$ cat config.mk
export PLATFORM = sky130hd
export DESIGN_NAME = interpol_mc_seq
export DESIGN_NICKNAME = d
export VERILOG_FILES = /design/src/rtl/interpol_pkg.sv /design/src/rtl/seq_divider.sv /design/src/rtl/interpol_mc_seq.sv
export SDC_FILE = /design/constraint.sdc
export NUM_CORES = 1
export LEC_CHECK = 0
export ABC_AREA = 1
export CAP_MARGIN = 40
export CORE_MARGIN = 1.5
export CORE_UTILIZATION = 35
export DETAILED_ROUTE_END_ITERATION = 16
export MAX_ROUTING_LAYER = met4
export PLACE_DENSITY = 0.62
export REMOVE_ABC_BUFFERS = 1
export SETUP_SLACK_MARGIN = 0.5
export SLEW_MARGIN = 15
export SYNTH_ARGS = -nofsm -noshare
export SYNTH_HDL_FRONTEND = slang
export SYNTH_SLANG_ARGS = --single-unit
$ cat constraint.sdc
create_clock -name clock -period 4.1 [get_ports clock]
set_input_delay 1.23 -clock clock [delete_from_list [all_inputs] [get_ports clock]]
set_output_delay 1.23 -clock clock [all_outputs]
set_load 0.03 [all_outputs]
$ cat src/rtl/interpol_pkg.sv
// Shared widths, divider state encoding and output saturation for the multi-channel interpolator.
package interpol_pkg;

  localparam int unsigned DW  = 18;
  localparam int unsigned NFW = 4;
  localparam int unsigned NCH = 2;

  function automatic int unsigned acc_width(input int unsigned dw, input int unsigned nfw);
    return dw + nfw + 1;
  endfunction

  function automatic int unsigned result_latency(input int unsigned nch, input int unsigned accw);
    return nch * (accw + 1) + 1;
  endfunction

  localparam int unsigned ACCW = acc_width(DW, NFW);
  localparam int unsigned LAT  = result_latency(NCH, ACCW);
  localparam int unsigned CNTW = $clog2(ACCW);
  localparam int unsigned CHW  = (NCH > 1) ? $clog2(NCH) : 1;

  typedef enum logic [1:0] {IDLE, LOAD, ITER, DONE} div_state_e;

  localparam logic signed [ACCW:0] SAT_HI = (ACCW + 1)'((2 ** (DW - 1)) - 1);
  localparam logic signed [ACCW:0] SAT_LO = ~SAT_HI;

  // Clamp a signed quotient into the DW-bit sample range.
  function automatic logic signed [DW-1:0] sat(input logic signed [ACCW:0] x);
    if (x > SAT_HI) return DW'(SAT_HI);
    else if (x < SAT_LO) return DW'(SAT_LO);
    else return DW'(x);
  endfunction

endpackage

$ cat src/rtl/seq_divider.sv
// Unsigned restoring divider with sign applied on the last step; LOAD + (ACCW-1) ITER + DONE per quotient.
module seq_divider
  import interpol_pkg::*;
(
  input  logic                   clock,
  input  logic                   reset,
  input  logic                   start,
  input  logic [ACCW-1:0]        mag,
  input  logic                   neg,
  input  logic [NFW-1:0]         divisor,
  output logic                   done_c,
  output logic signed [DW-1:0]   quot_c
);

  div_state_e            state_q, state_d;
  logic [ACCW-1:0]       dvd_q, dvd_d;
  logic [ACCW-1:0]       quo_q, quo_d;
  logic [NFW-1:0]        dvs_q, dvs_d;
  logic [NFW-1:0]        rem_q, rem_d;
  logic                  neg_q, neg_d;
  logic [CNTW-1:0]       cnt_q, cnt_d;

  logic [NFW:0]          rsh, rnew;
  logic                  ge;
  logic [ACCW-1:0]       qfin;
  logic signed [ACCW:0]  qsgn;

  always_ff @(posedge clock) begin
    if (reset) begin
      state_q <= IDLE;
      dvd_q   <= '0;
      quo_q   <= '0;
      dvs_q   <= '0;
      rem_q   <= '0;
      neg_q   <= 1'b0;
      cnt_q   <= '0;
    end else begin
      state_q <= state_d;
      dvd_q   <= dvd_d;
      quo_q   <= quo_d;
      dvs_q   <= dvs_d;
      rem_q   <= rem_d;
      neg_q   <= neg_d;
      cnt_q   <= cnt_d;
    end
  end

  always_comb begin
    state_d = state_q;
    dvd_d   = dvd_q;
    quo_d   = quo_q;
    dvs_d   = dvs_q;
    rem_d   = rem_q;
    neg_d   = neg_q;
    cnt_d   = cnt_q;
    done_c  = 1'b0;

    // One restoring step: bring down the next dividend bit, subtract if it fits.
    rsh    = {rem_q, dvd_q[ACCW-1]};
    ge     = (rsh >= {1'b0, dvs_q});
    rnew   = ge ? (rsh - {1'b0, dvs_q}) : rsh;
    qfin   = ACCW'({quo_q, ge});
    qsgn   = neg_q ? -$signed({1'b0, qfin}) : $signed({1'b0, qfin});
    quot_c = sat(qsgn);

    case (state_q)
      IDLE: begin
        if (start) state_d = LOAD;
      end
      LOAD: begin
        dvd_d   = mag;
        dvs_d   = divisor;
        neg_d   = neg;
        rem_d   = '0;
        quo_d   = '0;
        cnt_d   = '0;
        state_d = ITER;
      end
      ITER: begin
        rem_d = NFW'(rnew);
        dvd_d = dvd_q << 1;
        quo_d = qfin;
        cnt_d = cnt_q + CNTW'(1);
        if (cnt_q == CNTW'(ACCW - 2)) state_d = DONE;
      end
      DONE: begin
        done_c  = 1'b1;
        state_d = start ? LOAD : IDLE;
      end
      default: state_d = IDLE;
    endcase
  end

endmodule

$ cat src/rtl/interpol_mc_seq.sv
// Multi-channel linear interpolator: per-channel differentiator/integrator, one shared divider by Nfreq.
// Optional INTERPOL_ROUND_EN: round half away from zero instead of truncating.
module interpol_mc_seq
  import interpol_pkg::*;
(
  input  logic                clock,
  input  logic                reset,
  input  logic                endatain,
  input  logic                endataout,
  input  logic [NFW-1:0]      Nfreq,
  input  logic [NCH*DW-1:0]   datain,
  output logic [NCH*DW-1:0]   dataout,
  output logic                dout_valid,
  output logic                busy,
  output logic                overrun
);

  logic signed [DW-1:0]    old_q  [NCH];
  logic signed [DW-1:0]    old_d  [NCH];
  logic signed [ACCW-1:0]  acc_q  [NCH];
  logic signed [ACCW-1:0]  acc_d  [NCH];
  logic signed [ACCW-1:0]  snap_q [NCH];
  logic signed [ACCW-1:0]  snap_d [NCH];
  logic signed [DW:0]      diff_c [NCH];

  logic [NFW-1:0]          nfr_q, nfr_d;
  logic [NFW-1:0]          nfs_q, nfs_d;
  logic [CHW-1:0]          ch_q, ch_d;
  logic [NCH*DW-1:0]       hold_q, hold_d;
  logic [NCH*DW-1:0]       dataout_q, dataout_d;
  logic                    dout_valid_q, dout_valid_d;
  logic                    busy_q, busy_d;
  logic                    overrun_q, overrun_d;

  logic                    start_c, last_c, kick_c, neg_c, div_done_c;
  logic signed [ACCW-1:0]  cur_c;
  logic [ACCW-1:0]         mag_c;
  logic signed [DW-1:0]    quot_c;

  seq_divider u_div (
    .clock   (clock),
    .reset   (reset),
    .start   (kick_c),
    .mag     (mag_c),
    .neg     (neg_c),
    .divisor (nfs_q),
    .done_c  (div_done_c),
    .quot_c  (quot_c)
  );

  always_ff @(posedge clock) begin
    if (reset) begin
      for (int k = 0; k < NCH; k++) begin
        old_q[k]  <= '0;
        acc_q[k]  <= '0;
        snap_q[k] <= '0;
      end
      nfr_q        <= '0;
      nfs_q        <= '0;
      ch_q         <= '0;
      hold_q       <= '0;
      dataout_q    <= '0;
      dout_valid_q <= 1'b0;
      busy_q       <= 1'b0;
      overrun_q    <= 1'b0;
    end else begin
      old_q        <= old_d;
      acc_q        <= acc_d;
      snap_q       <= snap_d;
      nfr_q        <= nfr_d;
      nfs_q        <= nfs_d;
      ch_q         <= ch_d;
      hold_q       <= hold_d;
      dataout_q    <= dataout_d;
      dout_valid_q <= dout_valid_d;
      busy_q       <= busy_d;
      overrun_q    <= overrun_d;
    end
  end

  always_comb begin
    old_d        = old_q;
    acc_d        = acc_q;
    snap_d       = snap_q;
    nfr_d        = nfr_q;
    nfs_d        = nfs_q;
    ch_d         = ch_q;
    hold_d       = hold_q;
    dataout_d    = dataout_q;
    dout_valid_d = 1'b0;
    busy_d       = busy_q;
    overrun_d    = overrun_q;

    start_c = endataout && !busy_q;
    last_c  = (ch_q == CHW'(NCH - 1));
    kick_c  = start_c || (div_done_c && !last_c);

    // Divider operands: magnitude and sign of the snapshot for the channel in flight.
    cur_c = snap_q[ch_q];
    neg_c = cur_c[ACCW-1];
    mag_c = neg_c ? ACCW'(-cur_c) : ACCW'(cur_c);
`ifdef INTERPOL_ROUND_EN
    mag_c = mag_c + ACCW'(nfs_q >> 1);
`endif

    for (int k = 0; k < NCH; k++) begin
      diff_c[k] = (DW + 1)'($signed(datain[k*DW +: DW])) - (DW + 1)'(old_q[k]);
      if (endataout) acc_d[k] = acc_q[k] + ACCW'(diff_c[k]);
      if (endatain)  old_d[k] = $signed(datain[k*DW +: DW]);
    end

    if (start_c) begin
      snap_d = acc_q;
      nfs_d  = (Nfreq == '0) ? NFW'(1) : Nfreq;
      busy_d = 1'b1;
      ch_d   = '0;
    end

    if (endataout && busy_q) overrun_d = 1'b1;

    // Quotients shift in from the top so channel 0 lands in the lowest slot after the last one.
    if (div_done_c) begin
      hold_d = (NCH * DW)'({quot_c, hold_q} >> DW);
      if (last_c) begin
        dataout_d    = hold_d;
        dout_valid_d = 1'b1;
        busy_d       = 1'b0;
        ch_d         = '0;
      end else begin
        ch_d = ch_q + CHW'(1);
      end
    end

    if (Nfreq != nfr_q) begin
      nfr_d = Nfreq;
      for (int k = 0; k < NCH; k++) begin
        acc_d[k] = '0;
        old_d[k] = '0;
      end
    end
  end

  assign dataout    = dataout_q;
  assign dout_valid = dout_valid_q;
  assign busy       = busy_q;
  assign overrun    = overrun_q;

endmodule
# [Yosys cells after proc, flatten, opt, wreduce, memory -nomap -nowiden]
# Cells that the tools add are included.
[word_totals] ram_bits=0 n_memories=0 latch_bits=0 inputBits=44 regBits=273 mem_bits_ro=0 out_inout_bits=39
[op_classes] eq_ne=7 shift=0 n_lt_le_gt_ge=4 mux=25 reduce_logical=14 n_div=0 n_addsub=9 bitwise_logic=2 multipliers=0
[ops] operator="two-way mux 23 bit" count=4
[ops] operator="adder 23 x 19 -> 23 bit" count=2
[ops] operator="case mux 23 bit (2 select lines)" count=1
[ops] operator="case mux 22 bit (2 select lines)" count=1
[ops] operator="subtractor 18 x 18 -> 19 bit" count=2
[ops] operator="two-way mux 18 bit" count=2
[ops] operator="greater-than comparator 24 x 18 -> 1 bit, second input constant" count=1
[ops] operator="less-than comparator 24 x 18 -> 1 bit, second input constant" count=1
[ops] operator="two-way mux 24 bit" count=1
[ops] operator="negation 23 -> 24 bit" count=1
[ops] operator="negation 23 bit" count=1
[ops] operator="case mux 5 bit (2 select lines)" count=1
[ops] operator="two-way mux 1 bit" count=9
[ops] operator="two-way mux 4 bit" count=2
[ops] operator="case mux 2 bit (4 select lines)" count=1
[ops] operator="case mux 4 bit (2 select lines)" count=1
[ops] operator="adder 5 x 1 -> 5 bit, second input constant" count=1
[ops] operator="equality test 5 bit, second input constant" count=1
[ops] operator="greater-or-equal comparator 5 x 4 -> 1 bit" count=1
[ops] operator="equality test 2 bit, second input constant" count=2
[ops] operator="zero test 4 bit" count=1
[ops] operator="two-way mux 2 bit" count=2
[ops] operator="inequality test 2 x 1 -> 1 bit, second input constant" count=2
[ops] operator="inequality test 4 bit" count=1
[ops] operator="other kinds (13)" count=19

# [Depth between registers and ports, before layout]
[logic_depth] ltp_word=7 mapped_depth=25

# [Cells and area by module]
# From an unflattened synthesis, not the netlist that was laid out.
[unflattened] hier_cells=2439 area_unflattened_um2=16019.1
[by_module_without_submodules] module="interpol_mc_seq" area_per_inst_um2=12250.5 seq_area_each_um2=3883.7 n_inst=1 cells_each=1870
[by_module_without_submodules] module="seq_divider" area_per_inst_um2=3768.6 seq_area_each_um2=1221.2 n_inst=1 cells_each=569

# [Worst setup path after synthesis]
# Ideal clock, no wire load.
[synth_path] path_kind="input to register" from="in datain[19]" to="reg acc_q[18] (netlist bit)" arrival_ps=3415 setup_slack_ps=569 cell_stages=15 cell_sequence="inv_1 > fa_1 > fa_1 > inv_1 > nand2_1 > o21ai_1 > a21oi_1 > o21ai_1 > nand3_1 > nand2_1 > nand2_1 > nand3_1 > nor2_1 > o21ai_0 > inv_1"
[synth_between] elab_chain_cells=2
[synth_rtl] element="from (decl)" line="interpol_mc_seq.sv:11" text="input logic [NCH*DW-1:0] datain,"
[synth_rtl] element="subtractor 18 x 18 -> 19 bit" line="interpol_mc_seq.sv:107" text="diff_c[k] = (DW + 1)'($signed(datain[k*DW +: DW])) - (DW + 1)'(old_q[k]);"
[synth_rtl] element="adder 23 x 19 -> 23 bit" line="interpol_mc_seq.sv:108" text="if (endataout) acc_d[k] = acc_q[k] + ACCW'(diff_c[k]);"
[synth_rtl] element="to (signal, indexed assignment)" line="interpol_mc_seq.sv:55" text="acc_q[k] <= '0;"
[synth_rtl] element="to (signal assigned)" line="interpol_mc_seq.sv:68" text="acc_q <= acc_d;"
[synth_rtl] element="to (decl)" line="interpol_mc_seq.sv:20" text="logic signed [ACCW-1:0] acc_q [NCH];"
# Every way passes these cells.
# A chain may end at the register's enable or synchronous reset.

# [Worst setup path after layout]
[layout_path] from="in datain[34]" to="reg acc_q[21] (netlist bit)"
# The elaborated chain is that of the path after synthesis.

==> qor.yml <==
grt:
  antenna_found_initial: 0
  grtUsageTotal_pct: 17.68
  grt_pass1_wl_um: 62910
  grt_pass1_vias: 12970
  grt-ovfl-total: 0
  grt_max_degree: 63
critical_path:
  worstPathRequired_ps: 4550
  cp-start-kind: "primary input"
  cp-end-kind: "register"
  cp_slowest_stage_delay_ps: 540
  worstSetupPathType: "primary input to register"
  worst_r2r_path_depth: 23
  crit_chain: "clkdlybuf4s50_1, inv_1, fa_1, inv_1, ha_2, nand4_1, nor3_1, nand3_1, nand4_1, nand3_1, o211ai_1, inv_1"
  ff2ff_setup_slack_ps: 840
  cp_slowest_cell: "fa_1"
  cp.arrival_ps: 3950
  cp_max_fo: 5
  worstReg2RegEnd: "dataout[26]"
  r2r_start: "u_div.dvs_q[2]"
  worst_path_most_repeated_cell: "inv_1"
final_layout:
  fin_nets: 2310
  layout_commonest_cell: "nand2_1"
  fin_util_pct: 42.07
  layout-drive-gt1-share_pct: 10.22
  final_cell_mix: "427 x nand2_1, 355 x inv_1, 255 x dfxtp_1, 222 x a21oi_1, 159 x o21ai_0"
  synthToLayoutAreaGrowth_pct: 18.59
  final_cells: 2722
  antenna_cells: 0
job:
  cap_violations: 0
floorplanning:
  num_rows: 75
  io_pins: 83
  coreArea_mm2: 0.04204
  initial_core_util_pct: 35.48
  die-area_mm2: 0.04386
  die_x_um: 209.4
  die_h_um: 209.4
sta:
  finalCriticalPeriod_ps: 3499
  final_max_slew_viol_count: 0
  fin_skew_ps: 20.34
  fin_ws_ps: 600.6
  setup_tns_ps: 0
  fmax_mhz: 285.8
  hold_viol_final: 0
  fin_crit_sh_pct: 85.35
  relSlewSlack_pct: 44.96
  rsz0062_at_grt: "true"
  report.final.setup_viol: 0
  tightest_slew_ps: 824.7
logic_synthesis:
  synthArstFlopShare_pct: 0
  netlist_area_mm2: 0.01491
  yosys_warnings: 0
  synth-edff-count: 0
  synth_top_area_share_pct: 34.23
  ys_ff_latch: 255
  synthFlopType: "dfxtp_1"
  yosysSeqAreaShare_pct: 34.23
  syn-instance-count: 2087
  yosys.cell_types.count: 57
  synth_top_area_cell: "dfxtp_1"
  avgSynthCellArea_um2: 7.146
  synth_area_leaders: "dfxtp_1 34%, nand2_1 11%, inv_1 9.0%, a21oi_1 7.9%, fa_1 6.0%"
clocking:
  clock_path_buffers: 3
  ctsHoldBuffers: 0
  cts-root-buf: "clkbuf_16"
  clkSinkCount: 255
  clk_pin_slew_worst_paths_ps: 60
  cts_htree_levels: 1
  clock_latency_ps: 570
  cts_tree: "built"
  cts_buffers: 30
hold_path:
  min_from: "dataout[23]"
  holdPathStages: 2
  hold_end: "dataout[23]"
  hold_class: "register to register"
power:
  max-vdd-ir-drop_uv: 344.6
  pwr-share-comb_pct: 33.4
  p_leak_uw: 0.007908
  p_per_area_mw_per_mm2: 480.3
  p_int_uw: 5440
  p_clk_share_pct: 34.4
  switching_share_pct: 35.96
  pwr-share-seq_pct: 32.2
  switching_power_uw: 3055
routing:
  drc: 0
  wirelength_um: 37650
  antenna_left: 0
  dr.first_iter.drc_count: 729
  via_count: 13280
  vias_per_cell: 4.879
  dr.pass1.iters: 5
  wl_per_cell_um: 13.83
status:
  status: "finished clean"
placed_design:
  place_hpwl_um: 27840
  post-place-ws_ps: -84.81
  dpl.cell_count: 2666
  gp_congestion: 0.9371
  port-buffer-count: 82
==> flip-flops by register name, indices dropped and copies added (netlist names), 2 cells and up <==
name	cells
nfr_q	4
nfs_q	4
u_div.rem_q	4
dataout	36
old_q	36
u_div.cnt_q	5
hold_q	18
acc_q	46
u_div.dvd_q	23
u_div.state_q	2
snap_q	46
u_div.dvs_q	4
u_div.quo_q	22
==> power groups by stage <==
stage               logic (µW)  clock network [µW]  registers (µW)
finish                    2840                2920            2730
global route              3230                3100            2750
detailed placement        2750                   0            2790
floorplan                 1950                   0            2790
CTS                       2770                3000            2730
global placement          2710                   0            2780
==> worst max path at each step <==
stage               slack (ps)  depth (start not counted)                to        from
finish                     600                         12         acc_q[21]  datain[34]
global route               470                         14         acc_q[44]   datain[2]
CTS                        510                         14         acc_q[11]  datain[20]
detailed placement         -80                         14         acc_q[11]  datain[20]
global placement           -40                         14         acc_q[11]  datain[20]
floorplan                 -940                          6  u_div.state_q[0]   endataout
==> cell type report <==
| cell class | instances | area (µm²) |
|---|---|---|
| flip-flops and latches | 255 | 5105 |
| fillers | 4344 | 24350 |
| well taps | 539 | 674.4 |
| clock inverters | 14 | 214.0 |
| clock buffers | 41 | 883.3 |
| multi-input cells | 1377 | 8244 |
| inverters | 369 | 1390 |
| repair buffers | 127 | 1176 |
==> timing repair <==
item	in CTS	in global routing
setup endpoints to repair	0	60
endpoints found under the hold margin	0	0
setup buffers	0	1
gates resized for setup	0	56
==> stage by stage <==
step	total power, µW	area, µm²	hold slack, ps
finish	8495	17690	448.5
global route	9082	17690	468.8
CTS	8507	17460	453.5
detailed placement	5543	16360	441.7
global placement	5494	16330	436.1
floorplan	4740	14510	431.8
==> metal layers <==
| metal | track usage, % | wire length (µm) | vias up |
|---|---|---|---|
| met5 | - | 0 | - |
| met4 | 4.698 | 915 | 0 |
| met3 | 2.200 | 1314 | 70 |
| met2 | 30.83 | 18390 | 237 |
| met1 | 21.52 | 17030 | 6195 |
| li1 | - | - | 6778 |
==> critical path: cells and delay by family <==
| kind | cells | cell delay, ps |
|---|---|---|
| AOI/OAI and AO/OA | 1 | 100 |
| and+or+nand+nor | 5 | 1050 |
| buffers and inverters | 4 | 670 |
| adders and majority gates | 2 | 910 |
==> kinds of logic (layout without fill, tap and decap cells) <==
family | after synthesis | after routing | share of synthesized area (%)
mux | 5 | 5 | 0.3607
xor+xnor | 55 | 55 | 3.230
compound gates | 500 | 500 | 18.45
buf+inv | 455 | 551 | 12.04
flops | 255 | 255 | 34.23
simple gates | 711 | 711 | 20.54
fa+ha+maj | 106 | 106 | 11.16
==> cells in the mapped netlist, types with 10 or more instances <==
cell type	n
a21oi_1	235
a31oi_1	16
clkbuf_1	67
dfxtp_1	255
fa_1	45
ha_1	61
inv_1	358
nand2_1	431
nand2_2	17
nand3_1	58
nand3_2	15
nand4_1	12
nor2_1	118
nor3_1	16
o21ai_0	165
o21ai_1	12
o21ai_2	12
or2_1	10
or2_2	12
xnor2_1	24
xor2_1	31
No activity file was read; power rests on OpenSTA's default activity.
